**src/rtl/seg_pkg.sv**
```systemverilog
// Shared constants for the multiplexed 7-segment scan driver.
// Segment codes are active-low, bit7 = dp, bits6..0 = g..a.
package seg_pkg;

   typedef enum logic {
      ST_IDLE,
      ST_CONV
   } conv_state_e;

   localparam int NUM_DIGITS = 6;

   localparam int DIG_SEC_U = 0;
   localparam int DIG_SEC_T = 1;
   localparam int DIG_MIN_U = 2;
   localparam int DIG_MIN_T = 3;
   localparam int DIG_HR_U  = 4;
   localparam int DIG_HR_T  = 5;

   localparam logic [7:0] SEG_0     = 8'hC0;
   localparam logic [7:0] SEG_1     = 8'hF9;
   localparam logic [7:0] SEG_2     = 8'hA4;
   localparam logic [7:0] SEG_3     = 8'hB0;
   localparam logic [7:0] SEG_4     = 8'h99;
   localparam logic [7:0] SEG_5     = 8'h92;
   localparam logic [7:0] SEG_6     = 8'h82;
   localparam logic [7:0] SEG_7     = 8'hF8;
   localparam logic [7:0] SEG_8     = 8'h80;
   localparam logic [7:0] SEG_9     = 8'h90;
   localparam logic [7:0] SEG_MINUS = 8'hBF;
   localparam logic [7:0] SEG_OFF   = 8'hFF;
   localparam logic [5:0] SEL_OFF   = 6'h3F;

   // Display digit value reserved for "field out of range".
   localparam logic [3:0] DIG_MINUS  = 4'hA;
   localparam logic [3:0] CONV_STEPS = 4'd8;

   function automatic logic [7:0] seg_code(input logic [3:0] dig);
      case (dig)
         4'd0:      seg_code = SEG_0;
         4'd1:      seg_code = SEG_1;
         4'd2:      seg_code = SEG_2;
         4'd3:      seg_code = SEG_3;
         4'd4:      seg_code = SEG_4;
         4'd5:      seg_code = SEG_5;
         4'd6:      seg_code = SEG_6;
         4'd7:      seg_code = SEG_7;
         4'd8:      seg_code = SEG_8;
         4'd9:      seg_code = SEG_9;
         DIG_MINUS: seg_code = SEG_MINUS;
         default:   seg_code = SEG_OFF;
      endcase
   endfunction

endpackage

```
**src/rtl/bin_to_bcd.sv**
```systemverilog
// Iterative 8-bit binary to BCD (shift-add-3): load_i captures bin_i, each step_i shifts one bit, result valid after 8 steps.
// No backpressure; the hundreds digit is kept only to flag values above 99.
module bin_to_bcd (
   input  logic       clk,
   input  logic       rst,
   input  logic       load_i,
   input  logic       step_i,
   input  logic [7:0] bin_i,
   output logic [3:0] tens_o,
   output logic [3:0] units_o,
   output logic       ovf_o
);

   logic [7:0]  bin_q, bin_d;
   logic [11:0] bcd_q, bcd_d, bcd_adj;

   always_comb begin
      bin_d   = bin_q;
      bcd_d   = bcd_q;
      bcd_adj = bcd_q;
      for (int i = 0; i < 3; i++) begin
         if (bcd_q[i*4 +: 4] >= 4'd5) begin
            bcd_adj[i*4 +: 4] = bcd_q[i*4 +: 4] + 4'd3;
         end
      end
      if (load_i) begin
         bin_d = bin_i;
         bcd_d = '0;
      end else if (step_i) begin
         {bcd_d, bin_d} = {bcd_adj, bin_q} << 1;
      end
   end

   always_ff @(posedge clk or posedge rst) begin
      if (rst) begin
         bin_q <= '0;
         bcd_q <= '0;
      end else begin
         bin_q <= bin_d;
         bcd_q <= bcd_d;
      end
   end

   assign tens_o  = bcd_q[7:4];
   assign units_o = bcd_q[3:0];
   assign ovf_o   = (bcd_q[11:8] != 4'd0);

endmodule

```
**src/rtl/seg_scan_driver.sv**
```systemverilog
// Six-digit HH:MM:SS 7-segment scan driver with anti-ghost blanking; sel/seg registered one cycle after registered sel_gen.
// No backpressure: digit timing is set entirely by sel_gen, display digits refresh 9 edges after each frame start.
module seg_scan_driver
   import seg_pkg::*;
#(
   parameter logic [15:0] BLANK_CYC = 16'd49,
   parameter logic [5:0]  DP_MASK   = 6'b010_100
) (
   input  logic       clk,
   input  logic       rst,
   input  logic [7:0] hours,
   input  logic [7:0] minutes,
   input  logic [7:0] seconds,
   input  logic [5:0] sel_gen,
   output logic [5:0] sel,
   output logic [7:0] seg
);

   logic [5:0]  sel_gen_q;
   logic [15:0] blank_cnt_q, blank_cnt_d;
   logic [5:0]  sel_q, sel_d;
   logic [7:0]  seg_q, seg_d;
   conv_state_e state_q;
   logic [3:0]  step_cnt_q;
   logic [3:0]  disp_q [NUM_DIGITS];

   logic        digit_chg, frame_start, conv_step;
   logic        sel_onehot, blank, cur_dp;
   logic [3:0]  cur_dig;
   logic [7:0]  cur_code;
   logic [3:0]  hr_t, hr_u, mn_t, mn_u, sc_t, sc_u;
   logic        hr_ovf, mn_ovf, sc_ovf;

   assign digit_chg   = (sel_gen != sel_gen_q);
   assign frame_start = digit_chg && (sel_gen == 6'b000_001);
   assign conv_step   = (state_q == ST_CONV) && (step_cnt_q != CONV_STEPS);

   bin_to_bcd u_bcd_hr (
      .clk    (clk),
      .rst    (rst),
      .load_i (frame_start),
      .step_i (conv_step),
      .bin_i  (hours),
      .tens_o (hr_t),
      .units_o(hr_u),
      .ovf_o  (hr_ovf)
   );

   bin_to_bcd u_bcd_mn (
      .clk    (clk),
      .rst    (rst),
      .load_i (frame_start),
      .step_i (conv_step),
      .bin_i  (minutes),
      .tens_o (mn_t),
      .units_o(mn_u),
      .ovf_o  (mn_ovf)
   );

   bin_to_bcd u_bcd_sc (
      .clk    (clk),
      .rst    (rst),
      .load_i (frame_start),
      .step_i (conv_step),
      .bin_i  (seconds),
      .tens_o (sc_t),
      .units_o(sc_u),
      .ovf_o  (sc_ovf)
   );

   // A new frame start always wins, so a restarted conversion never publishes stale digits.
   always_ff @(posedge clk or posedge rst) begin
      if (rst) begin
         state_q    <= ST_IDLE;
         step_cnt_q <= '0;
         for (int i = 0; i < NUM_DIGITS; i++) begin
            disp_q[i] <= '0;
         end
      end else if (frame_start) begin
         state_q    <= ST_CONV;
         step_cnt_q <= '0;
      end else if (state_q == ST_CONV) begin
         if (step_cnt_q == CONV_STEPS) begin
            state_q           <= ST_IDLE;
            disp_q[DIG_HR_T]  <= hr_ovf ? DIG_MINUS : hr_t;
            disp_q[DIG_HR_U]  <= hr_ovf ? DIG_MINUS : hr_u;
            disp_q[DIG_MIN_T] <= mn_ovf ? DIG_MINUS : mn_t;
            disp_q[DIG_MIN_U] <= mn_ovf ? DIG_MINUS : mn_u;
            disp_q[DIG_SEC_T] <= sc_ovf ? DIG_MINUS : sc_t;
            disp_q[DIG_SEC_U] <= sc_ovf ? DIG_MINUS : sc_u;
         end else begin
            step_cnt_q <= step_cnt_q + 4'd1;
         end
      end
   end

   // Blanking covers the change edge itself plus BLANK_CYC counted cycles.
   always_comb begin
      cur_dig = '0;
      cur_dp  = 1'b0;
      for (int i = 0; i < NUM_DIGITS; i++) begin
         if (sel_gen_q[i]) begin
            cur_dig = disp_q[i];
            cur_dp  = DP_MASK[i];
         end
      end
      cur_code    = seg_code(cur_dig);
      sel_onehot  = (sel_gen_q != 6'd0) && ((sel_gen_q & (sel_gen_q - 6'd1)) == 6'd0);
      blank       = digit_chg || (blank_cnt_q != 16'd0) || !sel_onehot;
      sel_d       = blank ? SEL_OFF : ~sel_gen_q;
      seg_d       = blank ? SEG_OFF : {cur_code[7] & ~cur_dp, cur_code[6:0]};
      blank_cnt_d = digit_chg ? BLANK_CYC :
                    ((blank_cnt_q != 16'd0) ? blank_cnt_q - 16'd1 : blank_cnt_q);
   end

   always_ff @(posedge clk or posedge rst) begin
      if (rst) begin
         sel_gen_q   <= '0;
         blank_cnt_q <= BLANK_CYC;
         sel_q       <= SEL_OFF;
         seg_q       <= SEG_OFF;
      end else begin
         sel_gen_q   <= sel_gen;
         blank_cnt_q <= blank_cnt_d;
         sel_q       <= sel_d;
         seg_q       <= seg_d;
      end
   end

   assign sel = sel_q;
   assign seg = seg_q;

endmodule
```
**config.mk**
```make
export PLATFORM = sky130hd
export DESIGN_NAME = seg_scan_driver
export DESIGN_NICKNAME = d
export VERILOG_FILES = /design/src/rtl/seg_pkg.sv /design/src/rtl/bin_to_bcd.sv /design/src/rtl/seg_scan_driver.sv
export SDC_FILE = /design/constraint.sdc
export NUM_CORES = 1
export LEC_CHECK = 0
export BUFFER_PORTS_ARGS = -buffer_cell sky130_fd_sc_hd__buf_2
export CAP_MARGIN = 10
export CELL_PAD_IN_SITES_DETAIL_PLACEMENT = 0
export CELL_PAD_IN_SITES_GLOBAL_PLACEMENT = 1
export CORE_ASPECT_RATIO = 0.6
export CORE_MARGIN = 3
export CORE_UTILIZATION = 40
export DETAILED_ROUTE_END_ITERATION = 16
export GPL_TIMING_DRIVEN = 0
export PLACE_DENSITY = 0.82
export SETUP_SLACK_MARGIN = 0.3
export SLEW_MARGIN = 20
export SYNTH_ARGS = -nofsm -noshare
export SYNTH_HDL_FRONTEND = slang
export SYNTH_SLANG_ARGS = --single-unit
```
**constraint.sdc**
```tcl
create_clock -name clk -period 6.3 [get_ports clk]
set_input_delay 0.945 -clock clk [delete_from_list [all_inputs] [get_ports clk]]
set_output_delay 0.945 -clock clk [all_outputs]
set_load 0.005 [all_outputs]
```
==> impl_metrics.env <==
export IMPL_status="finished, final reports clean"
export IMPL_syn_cell_area_mm2=0.006316
export IMPL_ys_warn_count=0
export IMPL_combPwrFrac=0.313
export IMPL_nNetsFinal=805
export IMPL_min_period_over_period=0.5156
export IMPL_place_ws_ns=2.735
export IMPL_grt_pass1_wl_mm=24.61
export IMPL_total_power_mw=3.268
export IMPL_cts_hold_buf=0
export IMPL_async_reset_ff_frac=1.000
export IMPL_grt_pass1_vias=4980
export IMPL_post_cts_buffers=0
export IMPL_setup_violations=0
export IMPL_crit_path_start_kind="input pin"
export IMPL_yosysSeqAreaShare=0.4986
export IMPL_diodes=0
export IMPL_coreArea_mm2=0.01497
export IMPL_avgSynthCellArea_um2=9.261
export IMPL_layout_drive_gt1_share=0.1434
export IMPL_post_route_drc_count=0
export IMPL_numCtsBuffers=17
export IMPL_rsz0062_at_grt="false"
export IMPL_postRouteAntennaNets=0
export IMPL_ir_drop_mv=0.2057
export IMPL_cts_buffer_depth=2
export IMPL_hp_class="reg -> reg"
export IMPL_clk_pin_slew_ns=0.05
export IMPL_hold_slack_ns=0.4758
export IMPL_synthToLayoutAreaGrowth_pct=17.67
export IMPL_worstMarginPinSlew_ns=1.161
export IMPL_dp_hpwl_mm=10.62
export IMPL_synthesis_instances=682
export IMPL_insertion_delay_ns=0.41
export IMPL_layout_cells_non_filler=958
export IMPL_finalClockSkew_ns=0.007547
export IMPL_io_pins=46
export IMPL_avgViaCountPerCell=5.367
export IMPL_grt_max_degree=70
export IMPL_powerDensity_mw_per_mm2=439.7
export IMPL_p_sw_frac=0.3619
export IMPL_tns_ns=0
export IMPL_max_freq_mhz=307.9
export IMPL_clkPwrFrac=0.307
export IMPL_critPathArrivalTime_ns=3.59
export IMPL_hold_viol=0
export IMPL_synth_cell_types=49
export IMPL_antenna_found_initial=0
export IMPL_yosysTopAreaCellShare=0.4279
export IMPL_cts_root_buf="clkbuf_16"
export IMPL_cts_sinks=125
export IMPL_synth_seq_cells=125
export IMPL_n_fill_cell=1344
export IMPL_cts_tree="built"
export IMPL_routedWlPerCell_um=15.69
export IMPL_die_w_um=168.2
export IMPL_required_ns=6.64
export IMPL_initial_core_util=0.4218
export IMPL_routabilityCongestion=0.8346
export IMPL_track_usage=0.1785
export IMPL_synth_area_leaders="dfrtp_1, nand2_1, dfstp_2, ha_1, o21ai_0"
export IMPL_num_rows=34
export IMPL_dp_cells=926
export IMPL_p_seq_frac=0.380
export IMPL_post_route_util=0.4963
export IMPL_dpl_cell_area_mm2=0.006822
export IMPL_ys_flop_type="dfrtp_1"
export IMPL_first_pass_iters=5
export IMPL_max_cap_viol_count=0
export IMPL_vias=5142
export IMPL_numPortBuffers=45
export IMPL_final_area_mm2=0.007432
export IMPL_crit_fanout=10
export IMPL_setup_slack_ns=3.052
export IMPL_power_leakage_nw=3.257
export IMPL_htree_levels=4
export IMPL_grt_ovfl_total=0
export IMPL_fp_dieH_um=103.3
export IMPL_wirelength_mm=15.03
export IMPL_synth_area_leader_cell="dfrtp_1"
export IMPL_p_int_mw=2.085
export IMPL_critical_path_class="in -> reg"
export IMPL_synth_edff_count=0
export IMPL_p_sw_mw=1.183
export IMPL_cp_end_kind="flip-flop"
export IMPL_min_period_ns=3.248
export IMPL_slew_viol_final=0
export IMPL_syn_nets=740
export IMPL_dieArea_mm2=0.01738
export IMPL_drtIter0Drc=449
export IMPL_slew_headroom=0.2263
export IMPL_cts_resized_gates=0
-- power groups by stage --
stage          combinational (mW)  sequential (mW)  clock [mW]
6_report                     1.02             1.24        1.00
5_1_grt                      1.16             1.27        1.06
4_1_cts                      1.02             1.23        1.02
3_5_place_dp                 1.01             1.24           0
3_3_place_gp                0.958             1.23           0
2_1_floorplan               0.779             1.18           0
-- cells by family (layout without fill, tap and decap cells) --
logic type | Yosys count | after routing | synth area share
simple gates | 255 | 255 | 0.1876
xor+xnor | 38 | 38 | 0.05269
buf+inv | 64 | 142 | 0.03962
flops | 125 | 125 | 0.4986
fa+ha+maj | 26 | 26 | 0.05151
mux | 21 | 21 | 0.03328
compound gates | 153 | 153 | 0.1367
-- per-layer routing --
layer	up-vias	track usage	part of all wire
met2	151	0.2677	0.42
li1	2452	-	-
met1	2524	0.2612	0.51
met5	-	0	0
met4	0	0.05405	0.0087
met3	15	0.03950	0.062
-- Yosys cell counts (4+ instances only) --
library cell and count:
nand2_1 122, nor2b_1 4, xnor2_1 22, nand2b_1 13, nor2_1 51, inv_1 31
mux2i_1 21, o31ai_1 7, nor3_1 15, and2_1 4, a21oi_1 53, clkbuf_1 27
o21ai_0 65, dfrtp_1 108, nand3_1 20, ha_1 26, a31oi_1 5, xor2_1 16
nand3b_1 5, dfstp_2 17
-- registers in the layout (all words and copies together), names as in the netlist --
name / cells
u_bcd_sc.bin_q: 8
u_bcd_hr.bcd_q: 12
sel: 6
state_q: 1
seg: 8
sel_gen_q: 6
step_cnt_q: 4
u_bcd_hr.bin_q: 8
u_bcd_mn.bcd_q: 12
blank_cnt_q: 16
u_bcd_sc.bcd_q: 12
disp_q: 24
u_bcd_mn.bin_q: 8
-- layout by cell type, fill, tap and decap left out, types with 5 or more instances in the layout --
cell / synthesis / final
dfrtp_1: 108 / 108
a31oi_1: 5 / 5
xnor2_1: 22 / 22
clkbuf_16: 0 / 17
nor3_1: 15 / 15
a21oi_1: 53 / 53
buf_2: 2 / 47
nand3_1: 20 / 20
inv_1: 31 / 30
o21ai_0: 65 / 65
xor2_1: 16 / 16
nand3b_1: 5 / 5
ha_1: 26 / 26
nand2_1: 122 / 122
mux2i_1: 21 / 21
clkbuf_1: 27 / 28
dfstp_2: 17 / 17
nand2b_1: 13 / 13
o31ai_1: 7 / 7
nor2_1: 51 / 51
-- worst max-delay path, cell delays in order --
cell,delay [ns]
buf_2,0.13
xor2_1,0.19
nor4_4,0.39
a21oi_1,0.41
nor3b_2,0.78
clkbuf_1,0.41
o21ai_0,0.21
nand2_1,0.11
-- worst paths after layout --
check | to | cells past startpoint | slack (ns) | from
max | disp_q[19] | 8 | 3.05 | sel_gen[4]
min | disp_q[19] | 2 | 0.48 | disp_q[19]
max reg2reg | disp_q[19] | 8 | 3.11 | sel_gen_q[5]
min reg2reg | disp_q[19] | 2 | 0.48 | disp_q[19]
max in group asynchronous | blank_cnt_q[4] | 3 | 4.95 | rst
min in group asynchronous | u_bcd_hr.bin_q[3] | 2 | 0.59 | rst
-- layout make-up --
class | instances | area [um^2] | area share
flip-flops and latches | 125 | 3149 | 0.4237
multi-input cells | 493 | 2917 | 0.3924
clock buffers | 21 | 470.5 | 0.06330
repair buffers | 46 | 252.7 | 0.03401
well taps | 198 | 247.7 | 0.03333
clock inverters | 11 | 140.1 | 0.01886
plain buffers | 33 | 133.9 | 0.01801
inverters | 31 | 121.4 | 0.01633
No activity file was read; power rests on OpenSTA's default activity.
